===== src/rtl/branch_flag_unit_if.sv =====
// Bundle between the ALU/decode side, the branch/flag unit and fetch.
// master: the side that presents ALU results, branches and fetch-ready.
// slave:  the branch/flag unit itself.
interface branch_flag_unit_if #(
    parameter int CNT_W = 16
);
    // ALU result/flag side
    logic              alu_valid;
    logic              flag_we;
    logic [31:0]       alu_result;
    logic              alu_fZero;
    logic              alu_fSign;
    logic              alu_fCarry;
    // branch presentation
    logic              br_valid;
    logic [2:0]        br_type;
    logic [31:0]       br_target;
    logic [31:0]       br_reg;
    logic [31:0]       pc_plus4;
    // fetch redirect handshake
    logic              redirect_ready;
    logic              redirect_valid;
    logic [31:0]       redirect_pc;
    // link write, stall and status
    logic              link_we;
    logic [31:0]       link_data;
    logic              busy;
    logic [2:0]        flags;
    logic [CNT_W-1:0]  taken_count;

    modport master (
        output alu_valid, flag_we, alu_result, alu_fZero, alu_fSign, alu_fCarry,
        output br_valid, br_type, br_target, br_reg, pc_plus4, redirect_ready,
        input  redirect_valid, redirect_pc, link_we, link_data, busy, flags, taken_count
    );

    modport slave (
        input  alu_valid, flag_we, alu_result, alu_fZero, alu_fSign, alu_fCarry,
        input  br_valid, br_type, br_target, br_reg, pc_plus4, redirect_ready,
        output redirect_valid, redirect_pc, link_we, link_data, busy, flags, taken_count
    );
endinterface


===== src/rtl/branch_flag_unit.sv =====
// Branch/flag unit: latches ALU flags, resolves KGP-RISC branches against
// them and issues a registered PC redirect followed by a flush window.
// Optional macro FLAG_BYPASS_EN: a flag-setting ALU op and a branch in the
// same idle cycle resolve against the incoming ALU values instead of the
// flag register.
module branch_flag_unit #(
    parameter int FLUSH_CYCLES = 1,
    parameter int CNT_W        = 16
) (
    input  logic              clk,
    input  logic              rst,
    branch_flag_unit_if.slave bus
);
    typedef enum logic [1:0] {
        IDLE     = 2'd0,
        REDIRECT = 2'd1,
        FLUSH    = 2'd2
    } state_t;

    localparam logic [2:0]       FLUSH_LOAD = 3'(FLUSH_CYCLES);
    localparam logic [CNT_W-1:0] CNT_ONE    = CNT_W'(1);
    localparam logic [CNT_W-1:0] CNT_MAX    = '1;

    localparam logic [2:0] BR_B    = 3'b000;
    localparam logic [2:0] BR_BL   = 3'b001;
    localparam logic [2:0] BR_BCY  = 3'b010;
    localparam logic [2:0] BR_BNCY = 3'b011;
    localparam logic [2:0] BR_BZ   = 3'b100;
    localparam logic [2:0] BR_BNZ  = 3'b101;
    localparam logic [2:0] BR_BLTZ = 3'b110;

    state_t     state;
    logic [2:0] flush_cnt;
    logic       flag_upd;
    logic       cond_zero;
    logic       cond_sign;
    logic       cond_carry;
    logic       taken;

    // A flag write is only honoured while the unit is not stalling upstream.
    always_comb flag_upd = bus.alu_valid & bus.flag_we & ~bus.busy;

`ifdef FLAG_BYPASS_EN
    // Same-cycle flag-setting op: resolve against the live ALU outputs.
    always_comb begin
        cond_zero  = bus.flags[0];
        cond_sign  = bus.flags[1];
        cond_carry = bus.flags[2];
        if (flag_upd && bus.br_valid) begin
            cond_zero  = (bus.alu_result == 32'd0);
            cond_sign  = bus.alu_result[31];
            cond_carry = bus.alu_fCarry;
        end
    end
`else
    // Branches always see the flag register as it was before this edge.
    always_comb begin
        cond_zero  = bus.flags[0];
        cond_sign  = bus.flags[1];
        cond_carry = bus.flags[2];
    end

    logic unused_alu_result;
    assign unused_alu_result = ^bus.alu_result;
`endif

    // Branch condition decode.
    always_comb begin
        taken = 1'b1;
        case (bus.br_type)
            BR_B, BR_BL: taken = 1'b1;
            BR_BCY:      taken = cond_carry;
            BR_BNCY:     taken = ~cond_carry;
            BR_BZ:       taken = cond_zero;
            BR_BNZ:      taken = ~cond_zero;
            BR_BLTZ:     taken = cond_sign;
            default:     taken = 1'b1;   // br
        endcase
    end

    // Control FSM with registered outputs, flag register and taken counter.
    always_ff @(posedge clk or posedge rst) begin
        if (rst) begin
            state              <= IDLE;
            flush_cnt          <= 3'd0;
            bus.flags          <= 3'b000;
            bus.redirect_valid <= 1'b0;
            bus.redirect_pc    <= 32'd0;
            bus.link_we        <= 1'b0;
            bus.link_data      <= 32'd0;
            bus.busy           <= 1'b0;
            bus.taken_count    <= '0;
        end else begin
            bus.link_we <= 1'b0;
            if (flag_upd) begin
                bus.flags <= {bus.alu_fCarry, bus.alu_fSign, bus.alu_fZero};
            end
            case (state)
                IDLE: begin
                    if (bus.br_valid && taken) begin
                        state              <= REDIRECT;
                        bus.redirect_valid <= 1'b1;
                        bus.busy           <= 1'b1;
                        bus.redirect_pc    <= (bus.br_type == 3'b111) ? bus.br_reg : bus.br_target;
                        if (bus.br_type == BR_BL) begin
                            bus.link_we   <= 1'b1;
                            bus.link_data <= bus.pc_plus4;
                        end
                        if (bus.taken_count != CNT_MAX) begin
                            bus.taken_count <= bus.taken_count + CNT_ONE;
                        end
                    end
                end
                REDIRECT: begin
                    if (bus.redirect_ready) begin
                        state              <= FLUSH;
                        bus.redirect_valid <= 1'b0;
                        flush_cnt          <= FLUSH_LOAD;
                    end
                end
                FLUSH: begin
                    if (flush_cnt <= 3'd1) begin
                        state     <= IDLE;
                        bus.busy  <= 1'b0;
                        flush_cnt <= 3'd0;
                    end else begin
                        flush_cnt <= flush_cnt - 3'd1;
                    end
                end
                default: begin
                    state              <= IDLE;
                    bus.redirect_valid <= 1'b0;
                    bus.busy           <= 1'b0;
                    flush_cnt          <= 3'd0;
                end
            endcase
        end
    end
endmodule


===== src/flat_wrapper.sv =====
// flat-port wrapper written by rule: the top's interface ports become plain ports
module branch_flag_unit_flat 
#(
    parameter int FLUSH_CYCLES = 1,
    parameter int CNT_W        = 16
)
  (clk, rst, bus_alu_valid, bus_flag_we, bus_alu_result, bus_alu_fZero, bus_alu_fSign, bus_alu_fCarry, bus_br_valid, bus_br_type, bus_br_target, bus_br_reg, bus_pc_plus4, bus_redirect_ready, bus_redirect_valid, bus_redirect_pc, bus_link_we, bus_link_data, bus_busy, bus_flags, bus_taken_count);
  branch_flag_unit_if #(.CNT_W(CNT_W)) bus_i ();
  input  logic clk;
  input  logic rst;
  input wire logic [$bits(bus_i.alu_valid)-1:0] bus_alu_valid;
  input wire logic [$bits(bus_i.flag_we)-1:0] bus_flag_we;
  input wire logic [$bits(bus_i.alu_result)-1:0] bus_alu_result;
  input wire logic [$bits(bus_i.alu_fZero)-1:0] bus_alu_fZero;
  input wire logic [$bits(bus_i.alu_fSign)-1:0] bus_alu_fSign;
  input wire logic [$bits(bus_i.alu_fCarry)-1:0] bus_alu_fCarry;
  input wire logic [$bits(bus_i.br_valid)-1:0] bus_br_valid;
  input wire logic [$bits(bus_i.br_type)-1:0] bus_br_type;
  input wire logic [$bits(bus_i.br_target)-1:0] bus_br_target;
  input wire logic [$bits(bus_i.br_reg)-1:0] bus_br_reg;
  input wire logic [$bits(bus_i.pc_plus4)-1:0] bus_pc_plus4;
  input wire logic [$bits(bus_i.redirect_ready)-1:0] bus_redirect_ready;
  output wire logic [$bits(bus_i.redirect_valid)-1:0] bus_redirect_valid;
  output wire logic [$bits(bus_i.redirect_pc)-1:0] bus_redirect_pc;
  output wire logic [$bits(bus_i.link_we)-1:0] bus_link_we;
  output wire logic [$bits(bus_i.link_data)-1:0] bus_link_data;
  output wire logic [$bits(bus_i.busy)-1:0] bus_busy;
  output wire logic [$bits(bus_i.flags)-1:0] bus_flags;
  output wire logic [$bits(bus_i.taken_count)-1:0] bus_taken_count;
  assign bus_i.alu_valid = bus_alu_valid;
  assign bus_i.flag_we = bus_flag_we;
  assign bus_i.alu_result = bus_alu_result;
  assign bus_i.alu_fZero = bus_alu_fZero;
  assign bus_i.alu_fSign = bus_alu_fSign;
  assign bus_i.alu_fCarry = bus_alu_fCarry;
  assign bus_i.br_valid = bus_br_valid;
  assign bus_i.br_type = bus_br_type;
  assign bus_i.br_target = bus_br_target;
  assign bus_i.br_reg = bus_br_reg;
  assign bus_i.pc_plus4 = bus_pc_plus4;
  assign bus_i.redirect_ready = bus_redirect_ready;
  assign bus_redirect_valid = bus_i.redirect_valid;
  assign bus_redirect_pc = bus_i.redirect_pc;
  assign bus_link_we = bus_i.link_we;
  assign bus_link_data = bus_i.link_data;
  assign bus_busy = bus_i.busy;
  assign bus_flags = bus_i.flags;
  assign bus_taken_count = bus_i.taken_count;
  branch_flag_unit #(.FLUSH_CYCLES(FLUSH_CYCLES), .CNT_W(CNT_W)) u_core (.clk(clk), .rst(rst), .bus(bus_i));
endmodule

===== config.mk =====
export PLATFORM = sky130hd
export DESIGN_NAME = branch_flag_unit_flat
export DESIGN_NICKNAME = d
export VERILOG_FILES = /design/src/rtl/branch_flag_unit_if.sv /design/src/rtl/branch_flag_unit.sv /design/src/flat_wrapper.sv
export SDC_FILE = /design/constraint.sdc
export NUM_CORES = 1
export LEC_CHECK = 0
export ABC_AREA = 0
export ABC_CLOCK_PERIOD_IN_PS = 5000
export CORE_MARGIN = 10
export CORE_UTILIZATION = 35
export CTS_BUF_LIST = sky130_fd_sc_hd__clkbuf_8
export DETAILED_ROUTE_END_ITERATION = 8
export PLACE_DENSITY = 0.77
export RECOVER_POWER = 25
export SYNTH_ARGS = -nofsm -noshare
export SYNTH_HDL_FRONTEND = slang
export SYNTH_SLANG_ARGS = --single-unit

===== constraint.sdc =====
create_clock -name clk -period 5 [get_ports clk]
set_input_delay 1.5 -clock clk [delete_from_list [all_inputs] [get_ports clk]]
set_output_delay 1.5 -clock clk [all_outputs]
set_load 0.03 [all_outputs]

Yosys cells after proc, flatten, opt, wreduce, memory -nomap -nowiden --
Index checks and enable logic that the tools add are counted.
Operators by class: bitwise operators 8, reductions and logical operators 9, magnitude comparators 1, $add $sub $neg 2, mux-type cells 17, eq/ne operators 13
Operators with widths (number):
- two-way mux 32 bit | 1
- adder 16 x 1 -> 16 bit (second input constant) | 1
- inequality test 16 bit (second input constant) | 1
- AND reduction 3 bit | 5
- equality test 3 bit (second input constant) | 4
- case mux 3 bit (3 select lines) | 1
- equality test 3 x 2 -> 1 bit (second input constant) | 2
- two-way mux 1 bit | 6
- two-way mux 2 bit | 3
- two-way mux 3 bit | 2
- inverter 1 bit | 6
- case mux 1 bit (3 select lines) | 2
- case mux 2 bit (3 select lines) | 1
- case mux 1 bit (5 select lines) | 1
- inequality test 2 x 1 -> 1 bit (second input constant) | 2
- AND reduction 2 bit | 2
- equality test 3 x 1 -> 1 bit (second input constant) | 1
- <= comparator 3 x 1 -> 1 bit (second input constant) | 1
- subtractor 3 x 1 -> 3 bit (second input constant) | 1
- AND 1 bit | 2
- equality test 2 x 1 -> 1 bit (second input constant) | 1
- equality test 2 bit (second input constant) | 1
- logical NOT 2 bit | 1
- inequality test 2 bit (second input constant) | 1
- logical AND 1 bit | 1
Storage, ports and cells: register bits 91, input bits 140

Depth between registers and ports, before layout --
depth after elaboration 5, mapped depth 7, gate-level depth less buffers 7

Worst setup path after synthesis --
OpenSTA, ideal clock, no wires.
path kind input to register, start in bus_br_type[0], end reg u_core.bus.link_data[10], library setup time 0.125 ns, path slack 1.892 ns, required time 4.875 ns, data arrival time 2.983 ns, buffers on the path 1, stages 6, cell sequence xnor2_1 > a31oi_2 > nand4_4 > nor4b_4 > buf_6 > mux2_2
Between the ends: longest elaborated chain between the ends 4
RTL lines:
- start, declared | line flat_wrapper.sv:18 | input wire logic [$bits(bus_i.br_type)-1:0] bus_br_type;
- equality test 3 bit or equality test 3 x 2 -> 1 bit (tied branches) | line branch_flag_unit.sv:70 | case (bus.br_type)
- case mux 1 bit (5 select lines) | line branch_flag_unit.sv:70
- logical AND 1 bit | line branch_flag_unit.sv:100 | if (bus.br_valid && taken) begin
- AND reduction 3 bit (no source line) *
- end signal, assigned | line branch_flag_unit.sv:107 | bus.link_data <= bus.pc_plus4;
- end, declared | line branch_flag_unit_if.sv:40 | output redirect_valid, redirect_pc, link_we, link_data, busy, flags, taken_count
Mark *: on every way between the ends. The rest lies on a longest branch, timed or not. A chain may end at the register's enable or synchronous reset.

==> results.md <==
* Failing checks: capacitance limit, slew limit
* Hold Path Class: flip-flop to flip-flop
* Post-synthesis simple-gate area fraction at 0.110
* Register area at 2280 sq um
* WS Path Type: primary input to async pin
* Vias in the first global route at 3,508
* Post-CTS Hold Buffers at 0
* Std-Cell Rows at 39
* Die Footprint at 16,300 sq um
* Pin count of the biggest net entering global routing at 92
* GR Util All Layers at 0.141
* XOR/XNOR Fraction of Synth Area at 0.0366
* Layout cells sized above 1 at 0.115
* Synth Area in Compound Gates at 0.0633
* Top delay family on crit path: buffers and inverters
* Max cap viols at 1
* Die Y-Extent at 128 microns
* Pins Over Slew Limit at 92
* Outcome: complete, but fails checks
* Seq/Total Area, Yosys at 0.560
* Leakage power at 2.87 nW
* PD cells at 544 nW/um^2
* Area share of fa/ha/maj cells after synthesis at 0.0215
* DRC violation count after routing at 0
* Global route overflow at 0
* 1st-pass router iterations at 4
* Synthesized area at 4070 sq um
* Initial Util at 0.356
* Setup violators final at 0
* # resized after CTS at 0
* #FFs+latches synth at 91
* Final hold violation count at 0
* Nets at 679
* Post-CTS setup buffers at 0
* CP max stage delay at 1.56 ns
* Clk root buf: clkbuf_8
* Synth top area share at 0.560
* Worst vdd ir at 0.321 mV
* Critical Path RT at 5.01 ns
* Core area at 11,400 sq um
* Commonest cells post-synth: dfrtp_1, nand2_1, mux2_2
* WHS at 0.483 ns
* Final Cycle Share at 0.749
* Total power at 0.00343 W
* Post-route minimum period at 3.74 ns
* Synth area leader: dfrtp_1
* Proportion of synthesized area in mux cells at 0.181
* Fillers at 978
* Area of the multi-input gates at 1680 sq um
* Port Buffers at 193
* DR WL/cell at 17.2 microns
* Final Skew at 0.00517 ns
* Via Count at 3,248
* RD Place Congestion at 0.798
* Insertion delay to the later sink of the worst-skew pair at 0.36 ns
* Clock-pin slew on the worst setup and hold paths at 0.08 ns
* IO Count at 226
* CP Max Fanout at 91
* Placed Cells at 664
* CTS H-tree depth at 3
* WP buf/inv at 3
* Final cell count without fillers at 680
* CTS buffer count at 9
* TNS Setup at 0 ns
* Most used DFF post-synth: dfrtp_1
* Async S/R FF share, synth at 1.00
* Drt initial violations at 119
* Crit end category: async pin
* Detailed Place HPWL at 9090 microns
* CTS tree: yes
* Antenna Nets Post-Route at 0
* Most frequent cell after synthesis: dfrtp_1
* RSZ-0062 raised after global routing: no
* Diode count at 0
* Worst Setup Start Kind: primary input
* Mean post-synth cell area at 12.0 sq um
* Worst-Margin Slew at 2.24 ns
* First-pass GRT wire length at 18,600 microns
* Mapped Nets at 487
* Post-synthesis instance total at 340
* Crit path DAT at 3.76 ns
* Number of flops mapped to enable cells by yosys at 0
* Synth cell types at 33
* Avg Vias per Cell at 4.78
* Fmax at 0.267 GHz
* Initial antenna violation count at 0
* Area contributors post-synth: dfrtp_1, mux2_2, mux2i_1
* Clock sink count at 91
* Area delta synth->final at 55.1%
* Critical-path top delay cell: clkbuf_2
* Crit path cell chain: dlygate4sd3_1, clkinvlp_2, clkbuf_2
* Syn. warnings at 0
* Largest family of logic cells by synthesized area: multiplexers
* Chip width at 128 microns
* Post-Route WL at 11,700 microns
* Max-slew headroom at -0.496
* Clk buf depth at 2
## per-layer routing
layer / wire length, microns / GRT usage / vias up
li1: - / - / 1572
met1: 4590 / 0.158 / 1527
met2: 5580 / 0.229 / 136
met3: 1340 / 0.0699 / 13
met4: 158 / 0.0497 / 0
met5: 0 / 0 / -
## power breakdown
part           internal (W)  switching [W]
sequential          0.00103       0.000175
combinational      0.000776       0.000993
clock              0.000204       0.000255
total               0.00201        0.00142
## cell usage in the layout (no fill, tap or decap), drive strengths merged, types with 8 or more instances in the layout
cell type and instances:
nand2 40, xor2 14, o21ai 36, mux2 37, nor2 9, mux2i 32
nor3 8, dfrtp 91, clkdlybuf4s50 190, clkbuf 12, inv 9
## worst min-delay path: cells and delay by family (launching register included)
family             cells  cell delay (ns)
DFF                    1             0.35
AOI/OAI and AO/OA      1             0.06
and+or+nand+nor        1             0.04
## cells by family after synthesis
logic type	count (synthesis)
DFF	91
and+or+nand+nor	87
muxes	69
AOI/OAI and AO/OA	45
buffers and inverters	24
xor gates and xnor gates	17
adders and majority gates	7
## stage by stage
stage / setup slack [ns] / utilization / cell area (sq um)
floorplan: 1.14 / - / 4070
global placement: 1.10 / 0.537 / 6130
detailed placement: 1.05 / 0.537 / 6130
CTS: 1.45 / 0.553 / 6310
global route: 0.845 / 0.553 / 6310
finish: 1.26 / 0.553 / 6310
## sequential cells by signal (all words and copies together) (netlist names)
register	count
u_core.bus.flags	3
u_core.bus.taken_count	16
u_core.bus.link_data	32
u_core.bus.redirect_pc	32
u_core.bus.busy	1
u_core.state	2
u_core.flush_cnt	3
u_core.bus.link_we	1
u_core.bus.redirect_valid	1
## final timing paths
check                                      startpoint                    endpoint  slack (ns)  depth (start not counted)
max                                               rst  u_core.bus.redirect_pc[30]        1.26                          3
min                        u_core.bus.redirect_pc[23]  u_core.bus.redirect_pc[23]        0.48                          2
max reg2reg                       u_core.bus.flags[2]   u_core.bus.taken_count[1]        2.74                          6
min reg2reg                u_core.bus.redirect_pc[23]  u_core.bus.redirect_pc[23]        0.48                          2
max in group clk                       bus_br_type[1]   u_core.bus.taken_count[1]        1.43                          7
min in group asynchronous                         rst     u_core.bus.link_data[3]        2.40                          3
## final cells by class
| class | count | area share |
|---|---|---|
| multi-input combinational | 225 | 0.267 |
| tap | 143 | 0.0283 |
| clock buffer | 11 | 0.0240 |
| inverter | 8 | 0.00496 |
| timing repair buffer | 197 | 0.310 |
| sequential | 91 | 0.361 |
| clock inverter | 5 | 0.00476 |
Note: power is estimated with default switching activity, not from simulation.
==> variant 1 (same settings) <==
The option `FLAG_BYPASS_EN` is turned on by a define.
--- a/src/rtl/branch_flag_unit.sv
+++ b/src/rtl/branch_flag_unit.sv
@@ -3,6 +3,8 @@
 // Optional macro FLAG_BYPASS_EN: a flag-setting ALU op and a branch in the
 // same idle cycle resolve against the incoming ALU values instead of the
 // flag register.
+`define FLAG_BYPASS_EN
+
 module branch_flag_unit #(
     parameter int FLUSH_CYCLES = 1,
     parameter int CNT_W        = 16
Behaviour: not the same (a bounded check fails within 4 cycles, from zero or initial values and one cycle with rst high).
==> variant 1 against the unedited design <==
The run still ends with capacitance limit, slew limit left; critical path type is now primary input to register; count of clock-buffer cells in the layout is the same; power increased by 3.4%; final cell count grew 9.1%; sequential share of layout area decreased by 3.0 points; synthesized area grew 5.6%; setup slack got worse by 0.32 ns; routed wire length up 20%; final area increased by 9.1%; sequential cell count did not move; register-to-register slack worse by 0.55 ns; synthesized cell count rose by 7.1%; clock power is 2% higher.
==> variant 1: results (changes against the unedited design) <==
Hold path
- **hold-critical path endpoint** u_core.bus.redirect_pc[1]
- **start point of the worst min-delay path** u_core.bus.redirect_pc[1]

Cells and area
- **fraction of layout cells with a size suffix above 1** 10.6%, -0.96 points
- **fin nets** 736, +8.4%
- **fillers** 1039, +6.2%

Global route
- **global-route usage over all layers** 15.9%, +1.8 points
- **global routing usage on met1** 18.4%, +2.6 points
- **largest net degree at the start of global routing** 81, -12%
- **via count of the first global-routing pass** 3871, +10%
- **global-route wire length before repair** 20900 microns, +13%
- **met3 usage in global routing** 4.63%, -2.4 points
- **grt met2 use** 27.4%, +4.5 points

Outcome
- **violated checks** capacitance limit, slew limit
- **result of the run** finished with violations

Setup path
- **dominant delay contributor by cell family on the critical path** buffers and inverters
- **reg-to-reg setup timing slack** 2.19 ns, -0.55 ns
- **slowest cell delay on critical path** 0.60 ns, -0.96 ns
- **capturing element of the worst setup path** u_core.bus.link_data[6]
- **Worst R2R Path Depth** 8, +2
- **WP data arrival** 4.32 ns, +0.56 ns
- **slowest cell on the critical path** clkdlybuf4s50_1
- **R2R Path Start** u_core.bus.busy
- **worst-path maximum fanout** 33, -64%

Timing
- **clk_skew** 0.00622 ns, +0.00105 ns
- **Pins Over Slew Limit** 48, -48%
- **worst hold margin** 0.482 ns, -0.000636 ns
- **headroom to the max-slew limit** -42.5%, +7.1 points

Route
- **met2 wire length** 7190 microns, +29%
- **routed length on met1** 5530 microns, +20%
- **Iteration-0 DRC Markers** 166, +39%
- **via count normalized by instance count** 4.92, +3.0%
- **length of routed met3 wiring** 1010 microns, -25%

Synth
- **most frequent cells after synthesis** dfrtp_1, nand2_1, o21ai_0
- **most area-consuming cells after synthesis** dfrtp_1, mux2_4, mux2i_1
- **number of distinct standard cells referenced by the synthesized netlist** 45, +36%
- **post-synth net total** 510, +4.7%
- **sequential-to-total area share from yosys stat** 53.0%, -3.0 points

Placement
- **final HPWL from detailed placement** 11100 microns, +23%
- **last weighted congestion value of the routability-driven placer** 0.848, +6.2%
- **number of buffers added on ports** 225, +17%

Pwr
- **maximum VDD drop** 0.000393 V, +23%
- **leakage power** 3.18 nW, +11%

Job
- **count of max-cap constraint violations** 1, unchanged

Die
- **floorplan row count** 40, +2.6%

Clock tree
- **TritonCTS Buffers** 9, unchanged

-- variant 1: changes by cell type in the layout (fill, tap and decap cells not counted), sizes merged, moves of 3 or more --
cell / unedited run / this run
xor2: 14 / 10
and4: 0 / 3
nor3b: 0 / 4
nand4: 5 / 2
nand2: 40 / 44
clkdlybuf4s50: 190 / 222
a21oi: 1 / 4
nor4: 4 / 11
-- variant 1: tightest hold or removal path, cell delays in order, from the launching register on --
cell and delay (ns):
dfrtp_1 0.35, nand2_1 0.04, o21ai_0 0.06
-- variant 1: metrics by stage --
step	instance area, sq um	power [mW]	std cells	worst slack (ns)	util (%)
after floorplan	4300	2.25	364	1.14	-
after global placement	6710	3.06	726	0.607	55.9
after detailed placement	6710	3.11	726	0.552	55.9
after CTS	6890	3.59	742	0.961	57.4
after global routing	6890	3.75	742	0.724	57.3
final	6890	3.55	742	0.932	57.3
-- variant 1: kinds of logic after synthesis --
group                      count (synthesis)  share of synthesized area [%]
adders and majority gates                  6                           1.75
and+or+nand+nor                          102                           12.0
xor gates and xnor gates                  14                           2.85
buffers and inverters                     26                           2.82
muxes                                     71                           20.2
AOI/OAI and AO/OA                         54                           7.43
DFF                                       91                           53.0
-- variant 1: power groups by stage --
stage               registers [mW]  logic, mW  clock network, mW
floorplan                     1.76      0.488                  0
global placement              1.21       1.85                  0
detailed placement            1.23       1.89                  0
CTS                           1.21       1.89              0.485
global route                  1.25       1.98              0.512
finish                        1.21       1.87              0.468
-- variant 1: final cells by class --
class                      count  share of cell area [%]
tap                          147                    2.67
sequential                    91                    33.1
clock inverter                 5                   0.418
inverter                      10                   0.563
multi-input combinational    247                    27.8
clock buffer                  11                    2.20
timing repair buffer         231                    33.3
==> variant 2 (same flow settings) <==
Made on the original files. Re-encode `state_t` (3 states) as one-hot, 3 bits wide.
--- a/src/rtl/branch_flag_unit.sv
+++ b/src/rtl/branch_flag_unit.sv
@@ -11,10 +11,10 @@
     input  logic              rst,
     branch_flag_unit_if.slave bus
 );
-    typedef enum logic [1:0] {
-        IDLE     = 2'd0,
-        REDIRECT = 2'd1,
-        FLUSH    = 2'd2
+    typedef enum logic [2:0] {
+        IDLE     = 3'b001,
+        REDIRECT = 3'b010,
+        FLUSH    = 3'b100
     } state_t;
 
     localparam logic [2:0]       FLUSH_LOAD = 3'(FLUSH_CYCLES);
Formal check against the unedited RTL: no difference found for any inputs over 4 cycles, from zero or initial values and one cycle with rst high; so few cycles prove little.
==> variant 2 against the unedited design <==
The flow still finishes with violations (capacitance limit, slew limit); routed wire length rose by 3.1%; setup slack lost 0.10 ns; synthesized area fell by 0.68%; power is 2.5% higher; clock skew is 0.0043 ns higher; sequential cell count grew 1; clock power grew 9.8%; non-clock buffer count rose by 1; final area decreased by 0.16%; largest power group unchanged.
==> variant 2: results (changes against the unedited design) <==
Outcome
- **result of the run** finished with violations
- **violated checks** capacitance limit, slew limit

Global route
- **global-route wire length before repair** 19600 microns, +5.5%
- **via count of the first global-routing pass** 3786, +7.9%
- **largest net degree at the start of global routing** 61, -34%
- **global-route usage over all layers** 14.7%, +0.59 points

Route
- **length of routed met3 wiring** 1380 microns, +2.4%
- **average wire length per cell after detail routing** 16.2 microns, -5.7%
- **Iteration-0 DRC Markers** 145, +22%

Synth
- **synthesized-area fraction occupied by xor and xnor cells** 3.25%, -0.41 points
- **post-synth net total** 548, +13%
- **Synth Area in Adders** 0.929%, -1.2 points
- **synthesized instance count** 405, +19%
- **sequential-to-total area share from yosys stat** 57.0%, +1.0 points
- **most frequent cells after synthesis** nand2_1, dfrtp_1, nor2_1

Placement
- **dpl cell area** 6100 sq um, -0.49%
- **final HPWL from detailed placement** 9470 microns, +4.2%

Job
- **count of max-cap constraint violations** 1, unchanged

Cells and area
- **fillers** 1039, +6.2%
- **fin nets** 739, +8.8%

Setup path
- **WP data arrival** 3.95 ns, +0.19 ns
- **worst-path maximum fanout** 35, -62%
- **critical register-to-register path endpoint** u_core.bus.redirect_pc[22]

Clock tree
- **source-to-sink clock delay at the later pin of the worst-skew pair** 0.34 ns, -0.02 ns

Timing
- **Pins Over Slew Limit** 36, -61%

[variant 2: worst reg2reg max path, cell delays in order (launching register included)]
cell and delay, ns:
dfrtp_1 0.46, nand4bb_1 0.25, a311oi_2 0.25, and2_2 0.40
buf_4 0.53, nor2_1 0.11, a21oi_1 0.15
[variant 2: metrics by stage]
step           hold slack (ns)  power [mW]
2_1_floorplan            0.445        2.23
3_3_place_gp             0.458        3.00
3_5_place_dp             0.461        3.05
4_1_cts                  0.483        3.58
5_1_grt                  0.497        3.76
6_report                 0.479        3.52
[variant 2: where the power goes]
part	switching (mW)	total, mW	internal (mW)	leakage [nW]
clock network	0.250	0.505	0.255	0.107
registers	0.184	1.23	1.04	1.11
logic	1.04	1.79	0.747	1.72
[variant 2: layout make-up]
cell class              instances  area share [%]
inverters                       7           0.437
multi-input cells             288            25.8
clock inverters                 5           0.814
clock buffers                  11            2.40
repair buffers                198            31.2
flip-flops and latches         92            36.5
well taps                     143            2.84
